## config.mk

```make
export PLATFORM = sky130hd
export DESIGN_NAME = sprite_orient_sequencer
export DESIGN_NICKNAME = d
export VERILOG_FILES = /design/src/rtl/sprite_orient_sequencer.sv
export SDC_FILE = /design/constraint.sdc
export NUM_CORES = 1
export LEC_CHECK = 0
export BUFFER_PORTS_ARGS = -buffer_cell sky130_fd_sc_hd__buf_4
export CORE_MARGIN = 4
export CORE_UTILIZATION = 43
export CTS_BUF_LIST = sky130_fd_sc_hd__clkbuf_4
export DETAILED_ROUTE_END_ITERATION = 10
export PLACE_DENSITY = 0.74
export SYNTH_ARGS = -nofsm -noshare
export SYNTH_HDL_FRONTEND = slang
export SYNTH_SLANG_ARGS = --single-unit
```

## constraint.sdc

```tcl
create_clock -name clk -period 1.8 [get_ports clk]
set_clock_uncertainty 0.2 [all_clocks]
set_input_delay 0.09 -clock clk [delete_from_list [all_inputs] [get_ports clk]]
set_output_delay 0.09 -clock clk [all_outputs]
set_load 0.05 [all_outputs]
```

## src/rtl/sprite_orient_sequencer.sv

```systemverilog
// ---------------------------------------------------------------------------
// sprite_orient_sequencer
//
// Frame-synchronous sequencer for the orientation controls of a sprite
// bitmap offset-transform stage. A four-entry pattern of 2-bit orientation
// codes is stepped through, with each step held for H video frames. All
// orientation changes land only in the cycle after a startOfFrame pulse, so
// the downstream stage never sees a mid-frame change.
//
// Parameters
//   FRAMES_PER_STEP : hold length used when holdFrames == 0 (1..255)
//
// Ports
//   clk           in   system/pixel clock, rising edge
//   reset         in   synchronous active-high reset
//   startOfFrame  in   one-cycle pulse marking each frame boundary
//   trigger       in   pulse: latch configuration and arm the sequence
//   stop          in   pulse: return to idle at the next frame boundary
//   enable        in   level: 0 pauses frame counting
//   oneShot       in   1 = run once and hold last step, 0 = loop
//   pattern[7:0]  in   four orientation codes, step k = pattern[2k+1:2k]
//   lastStep[1:0] in   index of the final step
//   holdFrames    in   frames per step, 0 selects FRAMES_PER_STEP
//   orient[1:0]   out  current orientation (0 normal, 1 swapXY,
//                      2 mirrorX, 3 mirrorY)
//   swapXY        out  one-hot decode of orient == 1
//   mirrorX       out  one-hot decode of orient == 2
//   mirrorY       out  one-hot decode of orient == 3
//   step[1:0]     out  current step index
//   busy          out  high while armed, running or paused
//   done          out  one-cycle pulse when a one-shot sequence completes
// ---------------------------------------------------------------------------
module sprite_orient_sequencer #(
  parameter int unsigned FRAMES_PER_STEP = 5
) (
  input  logic       clk,
  input  logic       reset,
  input  logic       startOfFrame,
  input  logic       trigger,
  input  logic       stop,
  input  logic       enable,
  input  logic       oneShot,
  input  logic [7:0] pattern,
  input  logic [1:0] lastStep,
  input  logic [7:0] holdFrames,
  output logic [1:0] orient,
  output logic       swapXY,
  output logic       mirrorX,
  output logic       mirrorY,
  output logic [1:0] step,
  output logic       busy,
  output logic       done
);

  localparam logic [7:0] DEF_HOLD = 8'(FRAMES_PER_STEP);

  typedef enum logic [2:0] {
    S_IDLE  = 3'd0,
    S_ARMED = 3'd1,
    S_RUN   = 3'd2,
    S_PAUSE = 3'd3,
    S_HOLD  = 3'd4
  } state_t;

  // Pick the 2-bit orientation code for a given step out of the pattern.
  function automatic logic [1:0] sel_orient(input logic [7:0] pat,
                                            input logic [1:0] idx);
    return pat[{idx, 1'b0} +: 2];
  endfunction

  // One-hot {swapXY, mirrorX, mirrorY}; normal orientation drives none.
  function automatic logic [2:0] decode_orient(input logic [1:0] code);
    logic [2:0] d;
    d = 3'b000;
    case (code)
      2'd1:    d = 3'b100;
      2'd2:    d = 3'b010;
      2'd3:    d = 3'b001;
      default: d = 3'b000;
    endcase
    return d;
  endfunction

  state_t     state_q, state_d;
  logic       stop_pend_q, stop_pend_d;
  logic [7:0] pat_q, pat_d;
  logic [1:0] last_q, last_d;
  logic       oneshot_q, oneshot_d;
  logic [7:0] hold_q, hold_d;
  logic [7:0] cnt_q, cnt_d;
  logic [1:0] orient_q, orient_d;
  logic [1:0] step_q, step_d;
  logic       done_q, done_d;
  logic       busy_q, busy_d;
  logic [2:0] dec_q, dec_d;

  logic       active;
  logic       stop_acc;
  logic       trig_acc;
  logic       sof_stop;
  logic       arm_tick;
  logic       run_tick;
  logic       seq_end;
  logic [1:0] step_inc;

  // Event qualification. A stop in the same cycle as a trigger drops the
  // trigger; an accepted trigger outranks everything else (restart), and a
  // pending stop outranks normal frame processing at the boundary.
  assign active   = (state_q != S_IDLE);
  assign stop_acc = stop && active;
  assign trig_acc = trigger && !stop;
  assign sof_stop = startOfFrame && stop_pend_q && !trig_acc;
  assign arm_tick = (state_q == S_ARMED) && startOfFrame && !trig_acc && !sof_stop;
  // RUN and PAUSE share frame handling: enable alone decides whether a
  // boundary counts, so a pause never loses or adds a frame.
  assign run_tick = ((state_q == S_RUN) || (state_q == S_PAUSE)) && startOfFrame &&
                    enable && !trig_acc && !sof_stop;
  assign seq_end  = run_tick && (cnt_q == 8'd0) && (step_q == last_q) && oneshot_q;
  assign step_inc = step_q + 2'd1;

  // State and data registers
  always_ff @(posedge clk) begin
    if (reset) begin
      state_q     <= S_IDLE;
      stop_pend_q <= 1'b0;
      pat_q       <= 8'd0;
      last_q      <= 2'd0;
      oneshot_q   <= 1'b0;
      hold_q      <= 8'd0;
      cnt_q       <= 8'd0;
      orient_q    <= 2'd0;
      step_q      <= 2'd0;
      done_q      <= 1'b0;
      busy_q      <= 1'b0;
      dec_q       <= 3'b000;
    end else begin
      state_q     <= state_d;
      stop_pend_q <= stop_pend_d;
      pat_q       <= pat_d;
      last_q      <= last_d;
      oneshot_q   <= oneshot_d;
      hold_q      <= hold_d;
      cnt_q       <= cnt_d;
      orient_q    <= orient_d;
      step_q      <= step_d;
      done_q      <= done_d;
      busy_q      <= busy_d;
      dec_q       <= dec_d;
    end
  end

  // Next-state, pending stop and configuration latch
  always_comb begin
    state_d     = state_q;
    stop_pend_d = stop_pend_q;
    pat_d       = pat_q;
    last_d      = last_q;
    oneshot_d   = oneshot_q;
    hold_d      = hold_q;

    if (trig_acc) begin
      state_d     = S_ARMED;
      stop_pend_d = 1'b0;
      pat_d       = pattern;
      last_d      = lastStep;
      oneshot_d   = oneShot;
      hold_d      = (holdFrames == 8'd0) ? DEF_HOLD : holdFrames;
    end else if (sof_stop) begin
      state_d     = S_IDLE;
      stop_pend_d = 1'b0;
    end else begin
      if (stop_acc) begin
        stop_pend_d = 1'b1;
      end
      case (state_q)
        S_ARMED: begin
          if (arm_tick) begin
            state_d = S_RUN;
          end
        end
        S_RUN, S_PAUSE: begin
          if (seq_end) begin
            state_d = S_HOLD;
          end else begin
            state_d = enable ? S_RUN : S_PAUSE;
          end
        end
        S_HOLD:  state_d = S_HOLD;
        default: state_d = S_IDLE;
      endcase
    end
  end

  // Output and frame-counter datapath
  always_comb begin
    orient_d = orient_q;
    step_d   = step_q;
    cnt_d    = cnt_q;
    done_d   = 1'b0;

    if (sof_stop) begin
      orient_d = 2'd0;
      step_d   = 2'd0;
      cnt_d    = 8'd0;
    end else if (arm_tick) begin
      step_d   = 2'd0;
      orient_d = sel_orient(pat_q, 2'd0);
      cnt_d    = hold_q - 8'd1;
    end else if (run_tick) begin
      if (cnt_q != 8'd0) begin
        cnt_d = cnt_q - 8'd1;
      end else if (step_q < last_q) begin
        step_d   = step_inc;
        orient_d = sel_orient(pat_q, step_inc);
        cnt_d    = hold_q - 8'd1;
      end else if (!oneshot_q) begin
        step_d   = 2'd0;
        orient_d = sel_orient(pat_q, 2'd0);
        cnt_d    = hold_q - 8'd1;
      end else begin
        // One-shot complete: orientation and step stay where they are.
        done_d = 1'b1;
      end
    end

    busy_d = (state_d == S_ARMED) || (state_d == S_RUN) || (state_d == S_PAUSE);
    dec_d  = decode_orient(orient_d);
  end

  assign orient  = orient_q;
  assign step    = step_q;
  assign done    = done_q;
  assign busy    = busy_q;
  assign swapXY  = dec_q[2];
  assign mirrorX = dec_q[1];
  assign mirrorY = dec_q[0];

endmodule

```

==> reports/summary.md, run 1 <==
The run finished, with violations left. The checks that failed: setup timing. Dividing the detail-routed via count by the number of cells gives 5.532. For the number of design-rule violations left by the first detailed-router iteration, the log shows 224. Buffers inserted during clock tree synthesis total 5.

The relative area change from synthesis to final layout was 60.28%; the net load switching power was 0.0007029 W. Entering global routing, the biggest net connects 26 pins. The most frequent cell after synthesis is sky130_fd_sc_hd__nand2_1.

Buffers placed on the I/O ports in this run total 33. The number of max-capacitance violations reported came out at 0. After clock tree synthesis, the clock-pin slew on the worst setup and hold paths is 0.13 ns. The die width is 78.17 um, and the share of power burned in registers is 0.444.

The total track usage was 0.2221; the internal cell power was 0.001461 W. After global routing the overflow that remains totals 0. The logs give 0 for the post-detailed-route count of antenna-violating nets and 383 for the number of cells in the design after placement.

The number of placed I/O pins was 34; the routability congestion estimate was 0.8664. The die outline area is 6110 um^2, and the number of cells in the finished layout apart from fillers is 436. The ratio of final minimum period to clock period came out at 1.067. The floorplan step set the die height to 78.17 um.

The logs give 0.7615 for the headroom to the max-slew limit and 5 for the number of search-and-repair iterations in the first detailed-routing pass. The tree built by TritonCTS fans out to 40 sinks. The number of slew-limit violations in the final report was 0.

The slack of the critical path was -0.1203 ns. The core area came out at 4755 um^2. The peak per-stage delay on the critical path works out to 0.34 ns.

The share of cells above drive strength 1 came out at 0.3686. The tools report the number of buffers between clock root and the deepest sink as 2. Cell at the root of the clock tree: sky130_fd_sc_hd__clkbuf_4. The run gives 0.3783 as the sequential element share of the synthesized area. For the worst setup path, the data arrival time is 1.98 ns.

On the critical path, the stage with the largest delay is an instance of sky130_fd_sc_hd__dfxtp_2. The logs give 25 for the site row count and 0 for the total inserted antenna cells. The signal on the critical path passes through inv_2, ha_4, nor3b_4, o2111ai_2, a21oi_2, buf_6, o211ai_1, o31ai_1. Setup repair after global routing could not meet its margin everywhere. A synthesized cell averages 8.237 um^2. For the number of global-route vias before repair, the log shows 2238. The cell area that synthesis handed to floorplanning was 2117 um^2.

Synthesis produced a netlist whose cell count is 257. Summed over all cells, the static leakage comes to 1.461 nW. Clock latency on the worst-skew pair, taken at its later pin, is 0.36 ns. The pin slew with the least headroom to its limit is 0.3550 ns. The number of antenna violations at the first check in global routing is 0.

The final-report setup violation count came out at 13. Yosys mapped a number of flops with a built-in enable equal to 0. After legalization and detailed placement, the total HPWL measured 4281 um. The worst setup path is captured at a register.

The logs give 0.7137 for the final core utilization and 2 for the H-tree depth reported by CTS. Number of register bits inferred by synthesis: 40. The final-stage net count came out at 398.

The switching share of power came out at 0.3248. The share of Yosys cell area claimed by the top area cell type works out to 0.3783. TritonCTS built the clock tree.

The fraction of registers with async set/reset came out at 0. When the netlist entered floorplanning its net count stood at 287. The combinational power share is 0.328. The number of failing hold endpoints at the final stage is 0. The category of the critical setup timing path was register to register. The tools report the number of library cell types mapped by synthesis as 53.

By count the netlist is led by sky130_fd_sc_hd__nand2_1 (46), sky130_fd_sc_hd__dfxtp_1 (40), sky130_fd_sc_hd__a21oi_1 (27), sky130_fd_sc_hd__nor2_1 (16), sky130_fd_sc_hd__inv_1 (12). The highest net fanout along the worst path was 8. Yosys attributes the largest share of cell area to sky130_fd_sc_hd__dfxtp_1 (38%), sky130_fd_sc_hd__nand2_1 (8.2%), sky130_fd_sc_hd__a21oi_1 (6.4%). The worst setup path is launched from a register. In the final routed layout, each cell accounts on average for 15.34 um. After detailed routing, the total wire length is 6689 um. The run gives 1.86 ns as the data required time at the worst endpoint. The first global-routing pass estimated 10870 um of wire. Power spread over the standard cell area amounts to 637.7 nW/um^2. Subtracting the final worst setup slack from the clock period gives 1.920 ns.

For this run, the top clock speed supported by timing is 0.5208 GHz. The post-placement worst setup slack was -0.1279 ns. Worst hold-check path type: input pin to register. The initial core utilization was 0.4453; the count of synthesis-stage warnings from yosys was 0. The most used flip-flop cell after synthesis is sky130_fd_sc_hd__dfxtp_1.

The synthesized design spends more area on one cell type than any other, namely sky130_fd_sc_hd__dfxtp_1. The number of remaining DRC errors was 0. For the clock share of power, the log shows 0.228. Across all layers, the routed design uses 2412 vias.

Largest vdd supply drop: 461.1 uV.
-- power groups by stage --
stage / registers, W / logic [W] / clock network [W]
finish: 0.000960 / 0.000711 / 0.000493
global route: 0.000965 / 0.000765 / 0.000531
CTS: 0.000956 / 0.000668 / 0.000494
detailed placement: 0.000974 / 0.000570 / 0
global placement: 0.000973 / 0.000566 / 0
floorplan: 0.000988 / 0.000323 / 0
-- cell type report --
| cell class | instances | area (um^2) |
|---|---|---|
| multi-input cells | 192 | 1383 |
| clock buffers | 6 | 45.04 |
| well taps | 67 | 83.83 |
| clock inverters | 2 | 15.01 |
| flip-flops and latches | 40 | 822.0 |
| inverters | 12 | 45.04 |
| fillers | 333 | 1361 |
| repair buffers | 117 | 999.7 |
-- cell usage in the layout (no fill, tap or decap), types with 3 or more instances in the layout --
master / n
sky130_fd_sc_hd__nand3_1: 5
sky130_fd_sc_hd__nand2_1: 45
sky130_fd_sc_hd__o211ai_1: 3
sky130_fd_sc_hd__nor2b_1: 3
sky130_fd_sc_hd__mux2i_1: 4
sky130_fd_sc_hd__inv_2: 6
sky130_fd_sc_hd__buf_4: 74
sky130_fd_sc_hd__nand2b_1: 3
sky130_fd_sc_hd__dfxtp_1: 29
sky130_fd_sc_hd__a211oi_1: 3
sky130_fd_sc_hd__inv_1: 6
sky130_fd_sc_hd__buf_6: 3
sky130_fd_sc_hd__o21ai_0: 6
sky130_fd_sc_hd__dfxtp_2: 8
sky130_fd_sc_hd__dlygate4sd3_1: 39
sky130_fd_sc_hd__o31ai_1: 4
sky130_fd_sc_hd__nor2_1: 14
sky130_fd_sc_hd__a21oi_1: 26
sky130_fd_sc_hd__dfxtp_4: 3
sky130_fd_sc_hd__clkbuf_4: 6
sky130_fd_sc_hd__nand4_1: 3
sky130_fd_sc_hd__o21ai_1: 4
sky130_fd_sc_hd__xor2_1: 4
sky130_fd_sc_hd__nor3_1: 5
sky130_fd_sc_hd__ha_4: 4
-- per-layer routing --
metal  vias up  part of all wire  track usage
li1       1140                 -            -
met1      1121              0.43       0.2872
met2       130              0.49       0.3801
met3        21             0.062      0.03899
met4         0             0.017      0.06119
met5         -                 0            0
-- worst paths after layout --
kind	from	end	slack, ns	depth (start not counted)
max reg2reg	cnt_q[1]	cnt_q[3]	-0.12	8
min reg2reg	state_q[1]	state_q[2]	0.41	3
min	trigger	state_q[1]	0.05	5
max	cnt_q[1]	cnt_q[3]	-0.12	8
-- cells by family (layout without fill, tap and decap cells) --
| family | count (synthesis) | after routing | share of synthesized area |
|---|---|---|---|
| AO/OA/AOI/OAI | 67 | 67 | 0.2010 |
| multiplexers | 8 | 8 | 0.05260 |
| XOR/XNOR | 6 | 6 | 0.02482 |
| flip-flops | 40 | 40 | 0.3783 |
| AND/OR/NAND/NOR | 106 | 106 | 0.2660 |
| adder cells (fa/ha/maj) | 5 | 5 | 0.02955 |
| buffers and inverters | 25 | 137 | 0.04787 |
-- what timing repair did --
action                                 CTS  global route
resized for setup                       15            24
setup endpoints to repair               17            19
setup buffers                            6             0
hold buffers                            39             0
pin swaps                                9            11
endpoints found under the hold margin   23             0
-- critical path, delay by kind of cell, from the launching register on --
kind | cells | cell delay, ns
buffers and inverters | 2 | 0.24
AO/OA/AOI/OAI | 4 | 0.64
flip-flops | 1 | 0.34
adder cells (fa/ha/maj) | 1 | 0.13
AND/OR/NAND/NOR | 1 | 0.27
-- flip-flops by register name (all words and copies together) (netlist names), 2 cells and up --
register / flops
cnt_q: 8
hold_q: 8
pat_q: 8
dec_q: 3
state_q: 3
last_q: 2
orient: 2
step: 2
-- per-stage QoR --
stage	instance area [um^2]	setup TNS [ns]	total power, W	hold WS, ns
2_1_floorplan	2202	-0.04571	0.001311	0.02441
3_3_place_gp	2779	-0.7439	0.001539	0.1368
3_5_place_dp	2779	-1.496	0.001545	0.1467
4_1_cts	3321	-0.5977	0.002118	0.02861
5_1_grt	3393	-1.909	0.002261	0.06913
6_report	3393	-0.8841	0.002164	0.04594
No activity file was read; power rests on OpenSTA's default activity.
==> inputs of run 2 (changes only) <==
--- a/config.mk
+++ b/config.mk
@@ -11,6 +11,7 @@
 export CTS_BUF_LIST = sky130_fd_sc_hd__clkbuf_4
 export DETAILED_ROUTE_END_ITERATION = 10
 export PLACE_DENSITY = 0.74
+export SETUP_SLACK_MARGIN = 0.02
 export SYNTH_ARGS = -nofsm -noshare
 export SYNTH_HDL_FRONTEND = slang
 export SYNTH_SLANG_ARGS = --single-unit
==> run 2 against run 1 <==
The run still ends with setup timing left. Critical path depth stayed put. Die area unchanged. Largest power group unchanged. Sequential power decreased by 0.5%. Sequential share of layout area is 0.46 points higher. Sequential cell count stayed put. Via count is 2.1% lower. Register-to-register slack barely moved. Maximum frequency is 0.13% lower. Wire length is 1.7% higher. Non-clock buffer count down 13. Cell count is 3.0% lower. Combinational power fell by 1%. Critical endpoint is now dec_q[1].
==> reports/summary.md, run 2 (synthesis gave the netlist of run 1 again) <==
The flow ran to the end, but the final reports show violations. The final reports fail on setup timing. For the headroom to the max-slew limit, the log shows 0.7411.

TritonCTS built the clock tree. The count of nets left with antenna violations once routing finished came out at 0. The tools report the startpoint of the worst register-to-register path as last_q[1].

The tools report the clock share of power as 0.224. Max-cap violations in this run came to 0. The number of global-route vias before repair was 2203. The final-report setup violation count is 13, and the highest net fanout along the worst path is 3.

The finished layout holds 423 standard cells, fillers aside. The power per unit of standard cell area was 641.0 nW/um^2. The shortest period the worst path allows was 1.923 ns; the internal cell power was 0.001431 W.

The switching share of power works out to 0.3294. The number of failing hold endpoints at the final stage came out at 0. Setup slack on the worst reg-to-reg path comes out at -0.12 ns. The worst hold-check path type is input pin to register. Setup repair after global routing could not meet its margin everywhere. The largest vdd supply drop is 400.8 uV, and the die width is 78.17 um. The share of cells above drive strength 1 is 0.4129. The largest registers in the layout are cnt_q x8, hold_q x8, pat_q x8. Counting cells, the worst reg-to-reg path comes to 8.

The clock passes through at most 2 buffers. The clock net in this run drives a total of 40 sinks. The number of slew-limit violations in the final report is 0.

The net count of the finished layout is 385. The tools report the reported leakage power as 1.379 nW. The path with the worst hold slack has its endpoint at last_q[0]. The number of antenna violations at the first check in global routing is 0. The library cell contributing the largest single delay on the critical path is sky130_fd_sc_hd__or3b_4. Ratio of final minimum period to clock period: 1.068.

The analysis attributes to net switching a power of 0.0007029 W. The logs give 0.9526 for the routability congestion estimate and 34 for the number of placed I/O pins. The run gives 1.91 ns as the data required time at the worst endpoint. The arrival time of data at the critical path endpoint came out at 2.03 ns. The power after layout is 0.002134 W.

The area growth from synthesis to layout is 57.27%. The logs give 0 for the total inserted antenna cells and 0.447 for the share of power burned in registers. The cell depth of the worst min-delay path was 5; the final core utilization was 0.7003.

Leaving out fill and tap cells, the most frequent cells in the layout are sky130_fd_sc_hd__buf_4 (75), sky130_fd_sc_hd__nand2_1 (43), sky130_fd_sc_hd__dfxtp_1 (31), sky130_fd_sc_hd__dlygate4sd3_1 (24), sky130_fd_sc_hd__a21oi_1 (22). The pin slew with the least headroom to its limit works out to 0.3875 ns. The first routing iteration left 152 violations.

The clock transition at the registers of the reported paths came out at 0.13 ns. The sum of negative setup slack came out at -0.7645 ns. For the total routed wirelength, the log shows 6805 um. The first global-routing pass estimated 10370 um of wire. The run gives 0.02389 ns as the final hold slack. The mean routed wirelength per cell was 16.09 um. Cell at the root of the clock tree: sky130_fd_sc_hd__clkbuf_4.

The die covers 6110 um^2. Entering global routing, the biggest net connects 21 pins. In this run the vertical extent of the chip is 78.17 um.

Number of vias per cell: 5.582. Cell family with the largest share of critical-path delay: simple AND/OR/NAND/NOR gates. Endpoint class of the critical path: a register.

Buffers inserted during clock tree synthesis total 5. The floorplan has 25 rows. Commonest non-fill, non-tap cell in the layout: sky130_fd_sc_hd__buf_4. For the combinational power share, the log shows 0.329. The run gives 6 as the number of search-and-repair iterations in the first detailed-routing pass.

For this run, design rule violations remaining after detail routing come to 0. The worst path buffer plus inverter count is 2. During placement, the flow inserted port buffers numbering 33. The tools report the critical path startpoint category as a register. Global route total overflow: 0. Origin of the worst min-delay path: trigger. Timing would allow up to 0.5201 GHz. The total track usage came out at 0.2127. The run gives 4400 um as the sum of net half-perimeters after detailed placement. In this design, the stage delay of the slowest critical-path cell is 0.40 ns. The slack of the critical path is -0.1228 ns. The number of vias after detailed routing was 2361.

In this run the standard cell core region covers 4755 um^2. CTS built an H-tree with a depth of 2. The signal on the critical path passes through inv_2, ha_4, nor2b_4, buf_6, or3b_4, o2111ai_4, nand4b_1, nor2b_1. The clock reaches the later pin of the worst-skew pair after 0.36 ns. The critical path is of the register to register type. The run gives 0.4453 as the initial core utilization.

After detailed placement, the design holds a cell count of 388. In this run the critical register-to-register path is captured at dec_q[1].
## run 2: cell types whose count changed in the layout (fill, tap and decap cells not counted), moves of 3 or more
cell,delta
sky130_fd_sc_hd__dlygate4sd3_1,-15
sky130_fd_sc_hd__a21oi_1,-4
sky130_fd_sc_hd__a21oi_2,+3
sky130_fd_sc_hd__dfxtp_2,-3
## run 2: repair_timing
item / 4_1_cts / 5_1_grt
gates resized for setup: 16 / 35
pin swaps: 12 / 7
setup buffers: 0 / 3
hold buffers: 23 / 1
endpoints found under the setup margin: 16 / 20
endpoints found under the hold margin: 26 / 1
## run 2: worst reg2reg max path: stages, from the launching register on
cell	delay, ns
sky130_fd_sc_hd__dfxtp_2	0.37
sky130_fd_sc_hd__inv_2	0.05
sky130_fd_sc_hd__ha_4	0.21
sky130_fd_sc_hd__nor2b_4	0.13
sky130_fd_sc_hd__buf_6	0.11
sky130_fd_sc_hd__or3b_4	0.40
sky130_fd_sc_hd__o2111ai_4	0.08
sky130_fd_sc_hd__nand4b_1	0.18
sky130_fd_sc_hd__nor2b_1	0.14
## run 2: how the worst max path moves through the flow
stage	from	endpoint	slack, ns	cells past startpoint
floorplan	step[0]	dec_q[2]	-0.01	5
global placement	last_q[1]	dec_q[1]	-0.07	8
detailed placement	last_q[1]	dec_q[1]	-0.12	8
CTS	step[1]	dec_q[1]	-0.11	7
global route	last_q[1]	dec_q[1]	-0.21	8
finish	last_q[1]	dec_q[1]	-0.12	8
## run 2: stage by stage
step	cell area [um^2]	worst slack, ns
after detailed placement	2810	-0.1154
after CTS	3141	-0.1076
final	3329	-0.1228
after global placement	2810	-0.07416
after floorplan	2211	-0.01162
after global routing	3329	-0.2103
## run 2: area by class of cell
class                   instances  area (um^2)
repair buffers                104        868.3
multi-input cells             192         1454
well taps                      67        83.83
flip-flops and latches         40        822.0
clock buffers                   6        45.04
inverters                      12        45.04
clock inverters                 2        11.26
fillers                       366         1425
## run 2: metal layers
layer	share of wire	wire, um	vias up	GRT usage
li1	-	-	1119	-
met1	0.40	2754	1103	0.2687
met2	0.50	3434	115	0.3664
met3	0.070	477	24	0.04587
met4	0.020	139	0	0.05769
met5	0	0	-	0
## run 2: power by group through the flow
stage	Combinational [W]	Clock [W]	Sequential [W]
floorplan	0.000332	0	0.000989
global placement	0.000571	0	0.000971
detailed placement	0.000572	0	0.000973
CTS	0.000629	0.000484	0.000953
global route	0.000752	0.000514	0.000958
finish	0.000702	0.000478	0.000955
